`config.mk`:
```
export PLATFORM = sky130hd
export DESIGN_NAME = eq_band_mixer
export DESIGN_NICKNAME = d
export VERILOG_FILES = /design/src/rtl/eq_band_mixer.sv
export SDC_FILE = /design/constraint.sdc
export NUM_CORES = 1
export LEC_CHECK = 0
export CAP_MARGIN = 10
export CORE_MARGIN = 2
export CORE_UTILIZATION = 49
export CTS_BUF_LIST = sky130_fd_sc_hd__clkbuf_8
export DETAILED_ROUTE_END_ITERATION = 10
export GPL_ROUTABILITY_DRIVEN = 0
export PLACE_DENSITY = 0.73
export RECOVER_POWER = 50
export SYNTH_ARGS = -nofsm -noshare
export SYNTH_HDL_FRONTEND = slang
export SYNTH_SLANG_ARGS = --single-unit
export TNS_END_PERCENT = 30
```
`constraint.sdc`:
```
create_clock -name clk -period 20.4 [get_ports clk]
set_clock_uncertainty 0.15 [all_clocks]
set_input_delay 4.08 -clock clk [delete_from_list [all_inputs] [get_ports clk]]
set_output_delay 4.08 -clock clk [all_outputs]
set_load 0.1 [all_outputs]
```
`src/rtl/eq_band_mixer.sv`:
```
// eq_band_mixer
//   Per-band gain and summing stage for the equalizer datapath. One sample per
//   band is captured together with its enable bit and the active gains. A
//   single time-multiplexed multiply-accumulate unit then steps through the
//   bands one per cycle. The sum is rounded half-up and reduced to OUT_W bits.
//   Gains are double-buffered: gain_load writes a shadow register, and the
//   shadow is copied to the active set only when a vector is accepted.
//
// Optional feature macro: EQ_MIX_SAT_EN
//   defined   -> the rounded result saturates to the OUT_W signed range, and
//                sat_flag reports clipping
//   undefined -> the low OUT_W bits are kept (wrap), and sat_flag is 0
//   OUT_W + FRAC_W must not exceed the accumulator width.
//
// Ports
//   clk, rst     : rising-edge clock, asynchronous active-high reset
//   in_valid     : band vector valid
//   in_ready     : block idle and able to accept a vector
//   band_in      : N_BANDS signed samples, band k at [k*DATA_W +: DATA_W]
//   band_en      : per-band enable, captured with band_in
//   gain_in      : N_BANDS unsigned gains (value / 2^FRAC_W)
//   gain_load    : load gain_in into the shadow gain register
//   out_valid    : mix_out / sat_flag valid
//   out_ready    : downstream accepts mix_out
//   mix_out      : signed mixed sample
//   sat_flag     : mix_out was clipped (qualified by out_valid)
module eq_band_mixer #(
    parameter int N_BANDS = 8,
    parameter int DATA_W  = 16,
    parameter int GAIN_W  = 4,
    parameter int FRAC_W  = 2,
    parameter int OUT_W   = 16
) (
    input  logic                        clk,
    input  logic                        rst,
    input  logic                        in_valid,
    output logic                        in_ready,
    input  logic [N_BANDS*DATA_W-1:0]   band_in,
    input  logic [N_BANDS-1:0]          band_en,
    input  logic [N_BANDS*GAIN_W-1:0]   gain_in,
    input  logic                        gain_load,
    output logic                        out_valid,
    input  logic                        out_ready,
    output logic [OUT_W-1:0]            mix_out,
    output logic                        sat_flag
);

    localparam int IDX_W  = $clog2(N_BANDS);
    localparam int PROD_W = DATA_W + GAIN_W + 1;
    localparam int ACC_W  = PROD_W + IDX_W;

    localparam logic [GAIN_W-1:0] UNITY      = GAIN_W'(2 ** FRAC_W);
    // Half an LSB of the output; evaluates to 0 when there are no fraction bits.
    localparam logic [ACC_W-1:0]  ROUND_HALF = ACC_W'((2 ** FRAC_W) / 2);

    typedef enum logic [1:0] {
        IDLE,
        ACCUM,
        ROUND,
        OUTPUT
    } state_t;

    state_t state;
    state_t next_state;

    logic [N_BANDS-1:0][DATA_W-1:0] samples;
    logic [N_BANDS-1:0]             enables;
    logic [N_BANDS-1:0][GAIN_W-1:0] shadow_gain;
    logic [N_BANDS-1:0][GAIN_W-1:0] active_gain;
    logic signed [ACC_W-1:0]        acc;
    logic [IDX_W-1:0]               idx;

    logic [DATA_W-1:0]              cur_sample;
    logic [GAIN_W-1:0]              cur_gain;
    logic signed [PROD_W-1:0]       samp_ext;
    logic signed [PROD_W-1:0]       gain_ext;
    logic signed [PROD_W-1:0]       prod;
    logic signed [ACC_W-1:0]        term;
    logic                           last_step;

    logic [OUT_W-1:0]               res;
    logic                           clip;

    // ---------------- MAC datapath ----------------
    always_comb begin
        cur_sample = samples[idx];
        cur_gain   = active_gain[idx];
        samp_ext   = {{(GAIN_W + 1){cur_sample[DATA_W-1]}}, cur_sample};
        gain_ext   = {{(DATA_W + 1){1'b0}}, cur_gain};
        // The true product always fits PROD_W bits, so truncation is exact.
        prod       = samp_ext * gain_ext;
        term       = enables[idx] ? {{IDX_W{prod[PROD_W-1]}}, prod} : '0;
        last_step  = (idx == IDX_W'(N_BANDS - 1));
    end

    // ---------------- rounding and output reduction ----------------
`ifdef EQ_MIX_SAT_EN
    logic signed [ACC_W-1:0]   rounded;
    logic signed [ACC_W-1:0]   shifted;
    logic [ACC_W-OUT_W:0]      upper;

    always_comb begin
        rounded = acc + ROUND_HALF;
        shifted = rounded >>> FRAC_W;
        // In range only when every bit from the output sign bit upward matches.
        upper   = shifted[ACC_W-1:OUT_W-1];
        clip    = 1'b0;
        if (!shifted[ACC_W-1] && (|upper)) begin
            res  = {1'b0, {(OUT_W - 1){1'b1}}};
            clip = 1'b1;
        end else if (shifted[ACC_W-1] && !(&upper)) begin
            res  = {1'b1, {(OUT_W - 1){1'b0}}};
            clip = 1'b1;
        end else begin
            res  = shifted[OUT_W-1:0];
        end
    end
`else
    always_comb begin
        // The shift's fill bits lie above the kept window, so a logical shift suffices.
        res  = OUT_W'((acc + ROUND_HALF) >> FRAC_W);
        clip = 1'b0;
    end
`endif

    // ---------------- FSM ----------------
    always_ff @(posedge clk or posedge rst) begin
        if (rst) begin
            state <= IDLE;
        end else begin
            state <= next_state;
        end
    end

    always_comb begin
        next_state = state;
        in_ready   = 1'b0;
        case (state)
            IDLE: begin
                in_ready = 1'b1;
                if (in_valid) next_state = ACCUM;
            end
            ACCUM: begin
                if (last_step) next_state = ROUND;
            end
            ROUND: begin
                next_state = OUTPUT;
            end
            OUTPUT: begin
                if (out_ready) next_state = IDLE;
            end
            default: next_state = IDLE;
        endcase
    end

    always_ff @(posedge clk or posedge rst) begin
        if (rst) begin
            samples     <= '0;
            enables     <= '0;
            shadow_gain <= {N_BANDS{UNITY}};
            active_gain <= {N_BANDS{UNITY}};
            acc         <= '0;
            idx         <= '0;
            out_valid   <= 1'b0;
            mix_out     <= '0;
            sat_flag    <= 1'b0;
        end else begin
            if (gain_load) shadow_gain <= gain_in;
            case (state)
                IDLE: begin
                    if (in_valid) begin
                        samples     <= band_in;
                        enables     <= band_en;
                        // A load on the accept edge bypasses the shadow.
                        active_gain <= gain_load ? gain_in : shadow_gain;
                        acc         <= '0;
                        idx         <= '0;
                    end
                end
                ACCUM: begin
                    acc <= acc + term;
                    idx <= idx + IDX_W'(1);
                end
                ROUND: begin
                    mix_out   <= res;
                    sat_flag  <= clip;
                    out_valid <= 1'b1;
                end
                OUTPUT: begin
                    if (out_ready) out_valid <= 1'b0;
                end
                default: ;
            endcase
        end
    end

endmodule

```
* Word-level counts from Yosys, hierarchy flattened
Index checks and enable logic that the tools add are counted.
Operators by class: div/mod/pow operators 0, muxes and demuxes 19, $lt $le $gt $ge 1, $add $sub $neg 3, $mul 1, bitwise logic cells 0, reductions and logical operators 7, equal/unequal tests 7, shift-type cells 0
Operator list (count):
- binary-select mux 16 bit (select 3 bit) | 1
- 2-to-1 mux 24 bit | 2
- case mux 24 bit (2 select lines) | 1
- 2-to-1 mux 32 bit | 1
- adder 24 bit | 1
- multiplier 16 x 5 -> 21 bit | 1
- adder 18 x 2 -> 18 bit (second input constant) | 1
- 2-to-1 mux 16 bit | 1
- binary-select mux 4 bit (select 3 bit) | 1
- case mux 2 bit (4 select lines) | 1
- 2-to-1 mux 2 bit | 3
- inequality test 2 bit (second input constant) | 3
- case mux 3 bit (2 select lines) | 1
- AND reduction 2 bit | 3
- == test 2 bit (second input constant) | 2
- less-than comparator 3 x 4 -> 1 bit (second input constant) | 1
- 2-to-1 mux 4 bit | 1
- nonzero test 2 bit | 2
- adder 3 x 1 -> 3 bit (second input constant) | 1
- binary-select mux 1 bit (select 3 bit) | 1
- == test 3 bit (second input constant) | 1
- 2-to-1 mux 1 bit | 3
- 2-to-1 mux 3 bit | 1
- AND reduction 3 bit | 1
- 3 further kinds | 3
Word-level totals: bits in writable memories 0, logic and storage cells 68, input port bits 173, bits in read-only memories 0, register bits after elaboration 246, bits in latches 0, output and inout port bits 19, memories kept 0

* Longest topological paths before layout
word-level depth 6, depth in mapped cells 30, gate-level depth less buffers 26

* Worst setup path before layout
No wires, ideal clock.
path type flip-flop to flip-flop, start register idx[0], end register acc[17], buffers on the path 3, data required time 20.170 ns, period minus slack after synthesis 6.925 ns, arrival time 6.694 ns, setup time 0.080 ns, stages on the path, launching flop included 29, slack 13.475 ns, path through dfrtp_1 buf_6 buf_2 buf_1 mux4_2 mux2i_1 nor2_1 ha_1 fa_1 inv_1 fa_1 inv_1 ha_1 o21a_1 a21oi_1 nor2_1 or3_1 a21oi_1 xor2_1 nor2_1 ha_1 nand3_1 or2_2 o211ai_1 nand2_1 o21a_1 or3_1 and2_1 o211ai_2
On the way: cells in the longest elaborated chain, start to end 6, elaborated cells on any way between the ends 10, those cells by class add/sub (1); mul (1); mux (8)
RTL lines:
- start: declaration | line 71 | logic [IDX_W-1:0] idx;
- start signal: assignment | line 182 | idx <= idx + IDX_W'(1);
- binary-select mux 16 bit (select 3 bit) or binary-select mux 4 bit (select 3 bit) (tied branches) | line 86, 87
- 2-to-1 mux 16 bit (not written as such) or 2-to-1 mux 4 bit (tied branches) | line 86, 87
- multiplier 16 x 5 -> 21 bit | line 91 | prod = samp_ext * gain_ext;
- 2-to-1 mux 24 bit (*) | line 92 | term = enables[idx] ? {{IDX_W{prod[PROD_W-1]}}, prod} : '0;
- adder 24 bit (*) | line 181 | acc <= acc + term;
- case mux 24 bit (2 select lines) (*) | line 169 | case (state)
- end signal: assignment | line 181
- end: declaration | line 70 | logic signed [ACC_W-1:0] acc;
Mark *: on every way between the ends. The rest lies on a longest branch, timed or not. The select of a mux whose other input is x is not followed. A chain may end at the register's enable or synchronous reset.

==> impl_metrics.tcl <==
set metrics [dict create \
    ys_types 54 \
    async_flop_share 1.00 \
    core-area_um2 26100 \
    period_needed_ns 10.66 \
    fin_tns_setup_ns 0 \
    syn_nets 1286 \
    violations "DRC, capacitance limit, slew limit" \
    final_common_cell "dfrtp_1" \
    totalWireLength_um 27500 \
    ant_nets 0 \
    cts_root_buffer "clkbuf_8" \
    synth_ff_type "dfrtp_1" \
    finalCritPeriodShare 0.523 \
    fmax_mhz 93.8 \
    io_buffers 190 \
    critical_path.startpoint_type "primary input" \
    cts_setup_buffers 0 \
    row_count 59 \
    dpl.hpwl_um 20100 \
    slew_headroom -1.89 \
    cp_slowest_cell "clkbuf_1" \
    cp_cell_sequence "dlygate4sd3_1, clkinvlp_2, clkbuf_1, buf_4" \
    die_y_um 167 \
    via_count 8427 \
    via_per_inst 5.32 \
    grt_pass1_vias 8892 \
    end_kind "asynchronous set/reset pin" \
    post_drt_wl_per_cell_um 17.3 \
    fp.dieW_um 167 \
    synth_cells 1027 \
    tightest_slew_ns 4.34 \
    grt.overflow.total 0 \
    grt_usage 0.202 \
    cts.hold.buffers_added 0 \
    worstPathRequired_ns 20.72 \
    synth-seq-cells 240 \
    maxSlewViolCount 286 \
    critPathMaxFanout 85 \
    final_hold_viol_count 0 \
    mostFrequentLayoutCells "dfrtp_1 (221), mux2_2 (186), clkdlybuf4s50_1 (186)" \
    io_pins 192 \
    syn2layout_area_growth_pct 23.5 \
    hold_class "reg2reg" \
    cts_tree "built" \
    cts_buffer_depth 3 \
    clkTransAtPathRegs_ns 0.06 \
    critPathTopFamily "buffers and inverters" \
    clk-insertion-delay-late_ns 0.54 \
    firstDrtPassIters 8 \
    htreeDepth 2 \
    avgSynthCellArea_um2 12.7 \
    synth_warnings 0 \
    cts_resized 0 \
    critPathMaxStageDelay_ns 3.13 \
    clock-sinks 240 \
    die-area_um2 28000 \
    cts_made_buffers 41 \
    drv_cap 4 \
    start_util 0.500 \
    synth_edf_count 0 \
    finalSetupViolCount 0 \
    fin_nets 1479 \
    drt_iter0_drc 542 \
    holdWs_ns 0.330 \
    layout-drive-gt1-share 0.271 \
    worst_ep_arrival_time_ns 10.98 \
    status "finished with violations" \
    antenna_found_initial 2 \
    ys_seq_area_frac 0.461 \
    synthesis.area_um2 13100 \
    grt_max_degree 86 \
    rsz0062_at_grt "no" \
    critical_path_class "in2async" \
    cp.buffers_inverters 4 \
    drc 6 \
    grt_pass1_wl_um 45700 \
]
## layer usage
layer	vias up	wire length (um)	track usage	part of all wire
met4	0	549	0.0594	0.020
met5	-	0	0	0
met2	211	12900	0.318	0.47
li1	4001	-	-	-
met3	44	2170	0.0688	0.079
met1	4171	11900	0.269	0.43
## cell type report
class	instances	area, um2
diodes	1	2.50
repair buffers	200	1970
multi-input cells	672	6600
well taps	335	419
flip-flops and latches	240	6030
fillers	2073	9990
clock inverters	14	113
inverters	65	245
clock buffers	56	771
## final timing paths
check / to / slack (ns) / depth (start not counted) / from
max in group clk: samples[73] / 10.66 / 5 / in_valid
hold reg to reg: shadow_gain[1] / 0.33 / 1 / shadow_gain[1]
hold / removal: shadow_gain[1] / 0.33 / 1 / shadow_gain[1]
min in group asynchronous: samples[27] / 4.93 / 2 / rst
setup reg to reg: acc[17] / 12.44 / 27 / idx[0]
setup / recovery: idx[1] / 9.74 / 4 / rst
## synthesized netlist by cell type (10+ instances only)
cell / count / area [um2]
a21oi_1: 36 / 180
buf_1: 17 / 63.8
clkbuf_1: 27 / 101
dfrtp_1: 224 / 5610
dfstp_2: 16 / 420
fa_1: 29 / 581
ha_1: 57 / 713
inv_1: 65 / 244
mux2_2: 201 / 2260
mux2i_1: 19 / 190
mux4_2: 42 / 946
nand2_1: 31 / 116
nand3_1: 10 / 50.1
nor2_1: 79 / 297
o21ai_0: 25 / 125
or2_2: 17 / 106
xnor2_1: 18 / 158
xor2_1: 24 / 210
## logic make-up after synthesis
family	synth area share
xor+xnor	0.0299
simple gates	0.0586
fa+ha+maj	0.0990
other cells	0.000287
buf+inv	0.0343
flops	0.461
mux	0.265
compound gates	0.0526
## per-stage QoR
step | cells | utilization | area (um2) | worst slack [ns]
6_report | 1583 | 0.618 | 16100 | 9.74
5_1_grt | 1583 | 0.618 | 16100 | 8.28
4_1_cts | 1582 | 0.619 | 16200 | 12.37
3_5_place_dp | 1512 | 0.585 | 15300 | 12.37
3_3_place_gp | 1512 | 0.585 | 15300 | 12.60
2_1_floorplan | 1027 | - | 13100 | 9.61
## state kept, by name, indices dropped and copies added, names as in the netlist
signal,count
shadow_gain,32
idx,3
enables,8
active_gain,32
acc,18
mix_out,16
samples,128
state,2
out_valid,1
Power is not shown: default switching activity piles up to over one toggle a cycle in this logic, so the estimate is an artifact.
==> RTL change (same settings) <==
Change the parameter `N_BANDS` from 8 to 16.
--- a/src/rtl/eq_band_mixer.sv
+++ b/src/rtl/eq_band_mixer.sv
@@ -25,7 +25,7 @@
 //   mix_out      : signed mixed sample
 //   sat_flag     : mix_out was clipped (qualified by out_valid)
 module eq_band_mixer #(
-    parameter int N_BANDS = 8,
+    parameter int N_BANDS = 16,
     parameter int DATA_W  = 16,
     parameter int GAIN_W  = 4,
     parameter int FRAC_W  = 2,
Ports: changed (resized band_en, band_in and gain_in); port bits go from 192 to 360. The function was not compared with the original's and may differ.
==> RTL change against the original RTL <==
The run ends with capacitance limit, slew limit left. Routed wire length rose by 97%. Via count grew 64%. Area after synthesis rose by 68%. Setup slack gained 0.34 ns. Critical endpoint unchanged. Critical path depth did not move. Die area is 66% higher. Global-route usage is 3.6 points higher. Sequential cell count grew 201. Design area rose by 72%. Cell count is 62% higher.
Power is not shown: default switching activity piles up to over one toggle a cycle in this logic, so the estimate is an artifact.
==> RTL change: results (changes against the original RTL) <==
metric	value	unit	change
grt_first_pass_wirelength	85.1	mm	was 45.7 mm
track_usage	0.239		was 0.202
drtIter0Drc	830		was 542
cts_buffers	75		was 41
num_vias	13837		was 8427
drive_above_1_share	0.292		was 0.271
clock_latency	0.66	ns	was 0.54 ns
ys_top_cells_by_count	409 x dfrtp_1, 361 x mux2_2, 97 x mux4_2		was 224 x dfrtp_1, 201 x mux2_2, 79 x nor2_1
status	finished, violations left		unchanged
synthesis.nets	1963		was 1286
yosysSeqAreaShare	0.504		was 0.461
grt_max_degree	185		was 86
r2r_start	idx[0]$_DFFE_PP0P_		unchanged
critPathMaxStageDelay	2.70	ns	was 3.13 ns
portBuffers	358		was 190
post_cts_buffers	0		unchanged
worst_pin_slew	4.21	ns	was 4.34 ns
ys_types	60		was 54
first_global_vias	14899		was 8892
min_to	shadow_gain[31]$_DFF_PP0_		was shadow_gain[1]$_DFF_PP0_
synthTopCellsByArea	dfrtp_1 47%, mux2_2 19%, mux4_2 9.9%, dfstp_2 3.8%, ha_1 3.2%		was dfrtp_1 43%, mux2_2 17%, mux4_2 7.2%, ha_1 5.5%, fa_1 4.4%
antenna_found_initial	20		was 2
cp.arrival	10.79	ns	was 10.98 ns
reg2reg_slack	11.94	ns	was 12.44 ns
max_cap_viol_count	8		was 4
cts.htree.levels	3		was 2
worst-path-max-fanout	96		was 85
min-delay-start	shadow_gain[31]$_DFF_PP0_		was shadow_gain[1]$_DFF_PP0_
nets	2328		was 1479
dpl.hpwl	39.6	mm	was 20.1 mm
post_drt_wl_per_cell	21.1	µm	was 17.3 µm
violations	capacitance limit, slew limit		was DRC, capacitance limit, slew limit
firstDrtPassIters	4		was 8
slew_violations	475		was 286
==> RTL change: layout make-up <==
cell class,instances,area (µm²)
Antenna cell,10,25.0
Clock inverter,28,211
Tap cell,592,741
Fill cell,3378,16500
Timing Repair Buffer,372,3680
Sequential cell,441,11100
Inverter,73,277
Clock buffer,103,1420
Multi-Input combinational cell,939,10300
==> RTL change: cell families (layout without fill, tap and decap cells) <==
kind of cell    count (synthesis)  in the layout  synth area share
fa+ha+maj                      85             85            0.0583
mux                           507            507             0.315
xor+xnor                       39             39            0.0162
flops                         441            441             0.504
buf+inv                       157            576            0.0287
other cells                     1             11          0.000171
simple gates                  195            195            0.0460
compound gates                112            112            0.0312
==> RTL change: worst max-delay path, delay by kind of cell <==
kind | cells | cell delay, ns
buf+inv | 4 | 6.52
==> RTL change: metrics by stage <==
step	area [µm²]	hold WS (ns)	instances	worst slack, ns
after floorplan	22000	0.309	1537	3.94
after CTS	27700	0.341	2548	11.91
after global routing	27700	0.349	2552	8.80
after detailed placement	26100	0.328	2417	11.93
after global placement	26100	0.320	2417	12.08
final	27700	0.331	2558	10.08
==> RTL change: per-layer routing <==
metal	routed length, µm	GRT usage	vias up
li1	-	-	6294
met1	21300	0.286	7089
met2	27500	0.408	335
met3	4040	0.0844	97
met4	1030	0.0676	22
met5	133	0	-
